$ cat config.mk
export PLATFORM = sky130hd
export DESIGN_NAME = hilo_muldiv_ctrl
export DESIGN_NICKNAME = d
export VERILOG_FILES = /design/src/rtl/hilo_muldiv_ctrl.sv
export SDC_FILE = /design/constraint.sdc
export NUM_CORES = 2
export LEC_CHECK = 0
export CORE_ASPECT_RATIO = 0.8
export CORE_UTILIZATION = 55
export CTS_CLUSTER_SIZE = 40
export DETAILED_ROUTE_END_ITERATION = 10
export DONT_BUFFER_PORTS = 1
export PLACE_DENSITY = 0.7
export SYNTH_ARGS = -nofsm -noshare
export SYNTH_HDL_FRONTEND = slang
export SYNTH_SLANG_ARGS = --single-unit
$ cat constraint.sdc
create_clock -name i_clk -period 13.25 [get_ports i_clk]
set_input_delay 3.3125 -clock i_clk [delete_from_list [all_inputs] [get_ports i_clk]]
set_output_delay 3.3125 -clock i_clk [all_outputs]
set_load 0.05 [all_outputs]
$ cat src/rtl/hilo_muldiv_ctrl.sv
// hilo_muldiv_ctrl
// Sequencer for the HI/LO special registers. Takes MULT/MULTU/DIV/DIVU/MTHI/MTLO
// requests from execute. Multiplies finish after a fixed latency. Divides use a
// 32-step radix-2 restoring algorithm. The front of the pipeline is stalled while
// an operation is in flight. Results leave as registered one-cycle HI/LO write
// pulses.

module hilo_muldiv_ctrl #(
   parameter int MUL_LAT = 4
) (
   input  logic        i_clk,
   input  logic        i_reset,
   input  logic        i_req_valid,
   input  logic [2:0]  i_req_op,
   input  logic [31:0] i_req_a,
   input  logic [31:0] i_req_b,
   input  logic        i_flush,
   output logic        o_req_ready,
   output logic        o_stall,
   output logic        o_hi_write,
   output logic        o_lo_write,
   output logic [31:0] o_hi_data,
   output logic [31:0] o_lo_data
);

   localparam logic [2:0] OP_MULT  = 3'd0;
   localparam logic [2:0] OP_MULTU = 3'd1;
   localparam logic [2:0] OP_DIV   = 3'd2;
   localparam logic [2:0] OP_DIVU  = 3'd3;
   localparam logic [2:0] OP_MTHI  = 3'd4;
   localparam logic [2:0] OP_MTLO  = 3'd5;

   // The MUL state lasts MUL_LAT-1 cycles, so the count runs from 0 to MUL_LAT-2.
   // With MUL_LAT=1 the MUL state is never entered, so this value goes unused.
   localparam logic [4:0] MUL_LAST = (MUL_LAT > 1) ? 5'(MUL_LAT - 2) : 5'd0;
   localparam logic [4:0] DIV_LAST = 5'd31;

   typedef enum logic [1:0] {
      ST_IDLE,
      ST_MUL,
      ST_DIV
   } state_t;

   state_t      r_state;
   state_t      w_state_next;
   logic [4:0]  r_count;
   logic [4:0]  w_count_next;

   // Operands latched at acceptance. r_op_a also keeps the raw dividend for the
   // divide-by-zero result.
   logic [31:0] r_op_a;
   logic [31:0] r_op_b;
   logic        r_signed;

   // Divider state: partial remainder, dividend/quotient shift register, divisor.
   logic [31:0] r_rem;
   logic [31:0] r_quo;
   logic [31:0] r_dvsr;
   logic        r_neg_q;
   logic        r_neg_r;
   logic        r_div0;

   logic        r_hi_write;
   logic        r_lo_write;
   logic [31:0] r_hi_data;
   logic [31:0] r_lo_data;
   logic        w_hi_write_next;
   logic        w_lo_write_next;
   logic [31:0] w_hi_data_next;
   logic [31:0] w_lo_data_next;

   logic        w_idle;
   logic        w_accept;
   logic        w_op_signed_div;
   logic [31:0] w_a_mag;
   logic [31:0] w_b_mag;
   logic [63:0] w_prod_reg;
   logic [63:0] w_prod_req;
   logic [32:0] w_shift;
   logic        w_ge;
   logic [31:0] w_rem_nxt;
   logic [31:0] w_quo_nxt;
   logic [31:0] w_q_final;
   logic [31:0] w_r_final;

   // Extend both operands to 64 bits (sign- or zero-extended). The low 64 bits of
   // the product are then correct for either signedness.
   function automatic logic [63:0] f_mul(input logic [31:0] a, input logic [31:0] b,
                                         input logic s);
      logic [63:0] ea;
      logic [63:0] eb;
      ea = s ? {{32{a[31]}}, a} : {32'd0, a};
      eb = s ? {{32{b[31]}}, b} : {32'd0, b};
      return ea * eb;
   endfunction

   assign w_idle          = (r_state == ST_IDLE);
   assign w_accept        = w_idle & i_req_valid & ~i_flush & (i_req_op <= OP_MTLO);
   assign o_req_ready     = w_idle;
   assign o_stall         = ~w_idle | (w_idle & i_req_valid & ~i_flush & (i_req_op <= OP_DIVU));

   assign w_op_signed_div = (i_req_op == OP_DIV);
   assign w_a_mag         = (w_op_signed_div & i_req_a[31]) ? -i_req_a : i_req_a;
   assign w_b_mag         = (w_op_signed_div & i_req_b[31]) ? -i_req_b : i_req_b;

   assign w_prod_reg      = f_mul(r_op_a, r_op_b, r_signed);
   assign w_prod_req      = f_mul(i_req_a, i_req_b, i_req_op == OP_MULT);

   // One restoring step. Shift the next dividend bit into a 33-bit partial
   // remainder, then subtract the divisor if it fits. The result is always below
   // the divisor, so it fits back into 32 bits.
   assign w_shift   = {r_rem, r_quo[31]};
   assign w_ge      = (w_shift >= {1'b0, r_dvsr});
   assign w_rem_nxt = w_ge ? (w_shift[31:0] - r_dvsr) : w_shift[31:0];
   assign w_quo_nxt = {r_quo[30:0], w_ge};

   // Sign fix on the last step. The quotient is negated when operand signs differ.
   // The remainder follows the dividend's sign.
   assign w_q_final = r_div0 ? 32'hFFFF_FFFF : (r_neg_q ? -w_quo_nxt : w_quo_nxt);
   assign w_r_final = r_div0 ? r_op_a        : (r_neg_r ? -w_rem_nxt : w_rem_nxt);

   // State and iteration counter register.
   always_ff @(posedge i_clk or posedge i_reset) begin
      if (i_reset) begin
         r_state <= ST_IDLE;
         r_count <= 5'd0;
      end else begin
         r_state <= w_state_next;
         r_count <= w_count_next;
      end
   end

   // Next-state logic. Result pulses are produced on the edge that leaves MUL or
   // DIV, or on the accept edge for MTHI/MTLO and single-cycle multiplies.
   always_comb begin
      w_state_next    = r_state;
      w_count_next    = r_count;
      w_hi_write_next = 1'b0;
      w_lo_write_next = 1'b0;
      w_hi_data_next  = r_hi_data;
      w_lo_data_next  = r_lo_data;
      case (r_state)
         ST_IDLE: begin
            if (w_accept) begin
               case (i_req_op)
                  OP_MULT, OP_MULTU: begin
                     if (MUL_LAT == 1) begin
                        w_hi_write_next = 1'b1;
                        w_lo_write_next = 1'b1;
                        w_hi_data_next  = w_prod_req[63:32];
                        w_lo_data_next  = w_prod_req[31:0];
                     end else begin
                        w_state_next = ST_MUL;
                        w_count_next = 5'd0;
                     end
                  end
                  OP_DIV, OP_DIVU: begin
                     w_state_next = ST_DIV;
                     w_count_next = 5'd0;
                  end
                  OP_MTHI: begin
                     w_hi_write_next = 1'b1;
                     w_hi_data_next  = i_req_a;
                  end
                  OP_MTLO: begin
                     w_lo_write_next = 1'b1;
                     w_lo_data_next  = i_req_a;
                  end
                  default: begin
                  end
               endcase
            end
         end
         ST_MUL: begin
            if (i_flush) begin
               w_state_next = ST_IDLE;
               w_count_next = 5'd0;
            end else if (r_count == MUL_LAST) begin
               w_state_next    = ST_IDLE;
               w_count_next    = 5'd0;
               w_hi_write_next = 1'b1;
               w_lo_write_next = 1'b1;
               w_hi_data_next  = w_prod_reg[63:32];
               w_lo_data_next  = w_prod_reg[31:0];
            end else begin
               w_count_next = r_count + 5'd1;
            end
         end
         ST_DIV: begin
            if (i_flush) begin
               w_state_next = ST_IDLE;
               w_count_next = 5'd0;
            end else if (r_count == DIV_LAST) begin
               w_state_next    = ST_IDLE;
               w_count_next    = 5'd0;
               w_hi_write_next = 1'b1;
               w_lo_write_next = 1'b1;
               w_hi_data_next  = w_r_final;
               w_lo_data_next  = w_q_final;
            end else begin
               w_count_next = r_count + 5'd1;
            end
         end
         default: begin
            w_state_next = ST_IDLE;
            w_count_next = 5'd0;
         end
      endcase
   end

   // Operand capture on acceptance, then one divide step per cycle in DIV.
   always_ff @(posedge i_clk or posedge i_reset) begin
      if (i_reset) begin
         r_op_a   <= 32'd0;
         r_op_b   <= 32'd0;
         r_signed <= 1'b0;
         r_rem    <= 32'd0;
         r_quo    <= 32'd0;
         r_dvsr   <= 32'd0;
         r_neg_q  <= 1'b0;
         r_neg_r  <= 1'b0;
         r_div0   <= 1'b0;
      end else if (w_accept) begin
         r_op_a   <= i_req_a;
         r_op_b   <= i_req_b;
         r_signed <= (i_req_op == OP_MULT);
         r_rem    <= 32'd0;
         r_quo    <= w_a_mag;
         r_dvsr   <= w_b_mag;
         r_neg_q  <= w_op_signed_div & (i_req_a[31] ^ i_req_b[31]);
         r_neg_r  <= w_op_signed_div & i_req_a[31];
         r_div0   <= (i_req_b == 32'd0);
      end else if (r_state == ST_DIV) begin
         r_rem <= w_rem_nxt;
         r_quo <= w_quo_nxt;
      end
   end

   // Registered write strobes and data. The data registers keep their last value.
   always_ff @(posedge i_clk or posedge i_reset) begin
      if (i_reset) begin
         r_hi_write <= 1'b0;
         r_lo_write <= 1'b0;
         r_hi_data  <= 32'd0;
         r_lo_data  <= 32'd0;
      end else begin
         r_hi_write <= w_hi_write_next;
         r_lo_write <= w_lo_write_next;
         r_hi_data  <= w_hi_data_next;
         r_lo_data  <= w_lo_data_next;
      end
   end

   assign o_hi_write = r_hi_write;
   assign o_lo_write = r_lo_write;
   assign o_hi_data  = r_hi_data;
   assign o_lo_data  = r_lo_data;

endmodule

==> results.py <==
metrics = {
    "setup_path": {
        "r2r-end": "o_hi_data[20]",
        "cp.required_ns": 13.68,
        "r2r_cells": 29,
        "crit_end": "o_hi_data[20]",
        "worst_setup_path_start_kind": "register",
        "timing.reg2reg.setup_slack_ns": 2.96,
        "cp_slowest_cell": "dfrtp_1",
        "crit_top_cell": "fa_1",
        "endpoint_kind": "register",
        "r2r-start": "r_op_a[6]",
        "startpoint": "r_op_a[6]",
        "crit_type": "register to register",
        "cp.arrival_ns": 10.72,
        "cpPeakStageDelay_ns": 0.82,
        "cp_max_fo": 31,
    },
    "cts": {
        "cts_sinks": 236,
        "cts_tree": "yes",
        "clockRootBuffer": "clkbuf_16",
        "postCtsHoldBufs": 0,
        "cts_made_buffers": 25,
        "h-tree-depth": 1,
        "post_cts_resized": 0,
        "cts_setup_buffers": 0,
        "clk_pin_slew_worst_paths_ns": 0.07,
        "clk_path_buf_depth": 3,
        "clock_latency_ns": 0.56,
    },
    "synth": {
        "synthXorXnorAreaFrac": 0.0336,
        "synthAdderAreaFrac": 0.515,
        "synth_top_cell_by_area": "fa_1",
        "synth_seq_cells": 236,
        "syn-cell-area_um2": 63800,
        "synth_compound_area_frac": 0.0824,
        "synthTopCellsByArea": "fa_1, inv_1, dfrtp_1",
        "syn_inst": 7084,
        "synth_mux_area_frac": 0.00761,
        "ys_types": 105,
        "ys_async_sr_fraction": 1.00,
        "synth-seq-area-share": 0.0926,
        "ys_warn_count": 0,
        "postSynthAreaPerCell_um2": 9.01,
        "post-synth-top-count-cell": "inv_1",
        "netlist.area_leader.share": 0.445,
        "synth_common_cells": "inv_1, fa_1, nand2_1",
        "synth-edff-count": 0,
        "synth.net_count": 8926,
        "ys.flop_type": "dfrtp_1",
        "synth-simple-area-share": 0.151,
        "synth_top_family_by_area": "adder cells",
    },
    "routing": {
        "drc": 0,
        "vias_per_cell": 5.73,
        "routed_wl_um": 190000,
        "firstDrtPassIters": 8,
        "drt_iter0_drc": 4554,
        "vias": 48000,
        "wl_per_cell_um": 22.6,
        "drtAntennaViolNets": 0,
    },
    "finish": {
        "synthToLayoutAreaGrowth_pct": 3.04,
        "fillers": 10200,
        "drive_above_1_share": 0.0317,
        "nets": 8678,
    },
    "global_route": {
        "grt_max_degree": 97,
        "antenna_found_initial": 5,
        "grt_pass1_vias": 50100,
        "grt_pass1_wl_um": 299000,
        "grt_usage": 0.336,
        "gr-total-overflow": 0,
    },
    "die": {
        "start_util": 0.556,
        "ioPinCount": 139,
        "coreArea_um2": 115000,
        "fp.dieW_um": 383,
        "dieArea_um2": 117000,
        "rows": 111,
        "die_h_um": 307,
    },
    "timing": {
        "setup_viol": 0,
        "drv_slew": 0,
        "tightestPinTransition_ns": 1.40,
        "fin_crit_sh": 0.776,
        "skew_ns": 0.0199,
        "fin_tns_setup_ns": 0,
        "period_needed_ns": 10.29,
        "relSlewSlack": 0.0547,
        "fmax_ghz": 0.0972,
        "hold_viol": 0,
        "rsz0062_at_grt": "no",
    },
    "placed_design": {
        "port_buffers": 0,
        "gp_congestion": 0.986,
        "dp_hpwl_um": 152000,
    },
    "hold_path": {
        "hold_path_class": "register to register",
    },
    "run_status": {
        "status": "finished clean",
    },
    "run": {
        "drv_cap": 0,
    },
}
layout by cell type (no fill, tap or decap), types with 48 or more instances in the layout:
cell	n
inv_1	1598
fa_1	1420
nand2_1	967
and2_1	577
ha_1	348
o21ai_0	260
dfrtp_1	224
xnor2_1	180
nor2_1	180
a21oi_1	172
buf_4	93
a21o_1	69
xor2_1	65
o31ai_1	48
worst min-delay path by stage:
stage,start,to,slack (ns),cells past startpoint
6_report,r_op_b[18],r_op_b[18],0.48,2
5_1_grt,r_op_b[11],r_op_b[11],0.51,2
4_1_cts,r_op_b[18],r_op_b[18],0.48,2
3_5_place_dp,r_op_b[18],r_op_b[18],0.47,2
3_3_place_gp,r_neg_q,r_neg_q,0.46,2
2_1_floorplan,r_dvsr[10],r_dvsr[10],0.45,2
area by class of cell:
| cell class | count | area [um^2] | area share |
|---|---|---|---|
| Timing Repair Buffer | 93 | 698 | 0.0106 |
| Clock buffer | 32 | 652 | 0.00991 |
| Inverter | 1601 | 6020 | 0.0915 |
| Multi-Input combinational cell | 4879 | 50400 | 0.767 |
| Tap cell | 1525 | 1910 | 0.0290 |
| Sequential cell | 236 | 5920 | 0.0900 |
| Antenna cell | 1 | 2.50 | 0.0000381 |
| Clock inverter | 10 | 114 | 0.00173 |
cells by family after synthesis:
kind of cell,count (synthesis)
flops,236
simple gates,1998
compound gates,813
mux,48
xor+xnor,245
buf+inv,1969
fa+ha+maj,1775
metal layers:
layer / vias up / wire (um) / global-route usage
met4: 6 / 10400 / 0.146
met1: 24600 / 77000 / 0.473
met3: 387 / 16900 / 0.0517
met5: - / 37 / 0
met2: 2311 / 85100 / 0.518
li1: 20800 / - / -
sequential cells by signal (all words and copies together) (netlist names):
register and flops:
o_hi_data 32, r_op_b 32, o_lo_write 1, o_lo_data 32
r_state 2, r_quo 32, r_op_a 32, o_hi_write 1
r_dvsr 31, r_div0 1, r_neg_r 1, r_signed 1
r_rem 32, r_count 5, r_neg_q 1
critical path: cells and delay by family, from the launching register on:
| family | cells | cell delay (ns) |
|---|---|---|
| AOI/OAI and AO/OA | 6 | 1.99 |
| buffers and inverters | 6 | 0.84 |
| and+or+nand+nor | 5 | 1.27 |
| xor gates and xnor gates | 1 | 0.15 |
| DFF | 1 | 0.82 |
| adders and majority gates | 11 | 5.01 |
metrics by stage:
| step | instances | util | hold slack (ns) | cell area [um^2] | worst slack (ns) |
|---|---|---|---|---|---|
| 2_1_floorplan | 7084 | - | 0.450 | 63800 | 3.46 |
| 3_3_place_gp | 8334 | 0.566 | 0.458 | 65000 | 3.35 |
| 3_5_place_dp | 8334 | 0.566 | 0.465 | 65000 | 3.24 |
| 5_1_grt | 8376 | 0.572 | 0.506 | 65700 | 2.64 |
| 6_report | 8377 | 0.572 | 0.478 | 65800 | 2.96 |
| 4_1_cts | 8376 | 0.572 | 0.481 | 65700 | 3.20 |
Power is left out: the tool's default activity adds up to more than one toggle a clock period on the data nets, which glitch-free logic cannot reach.
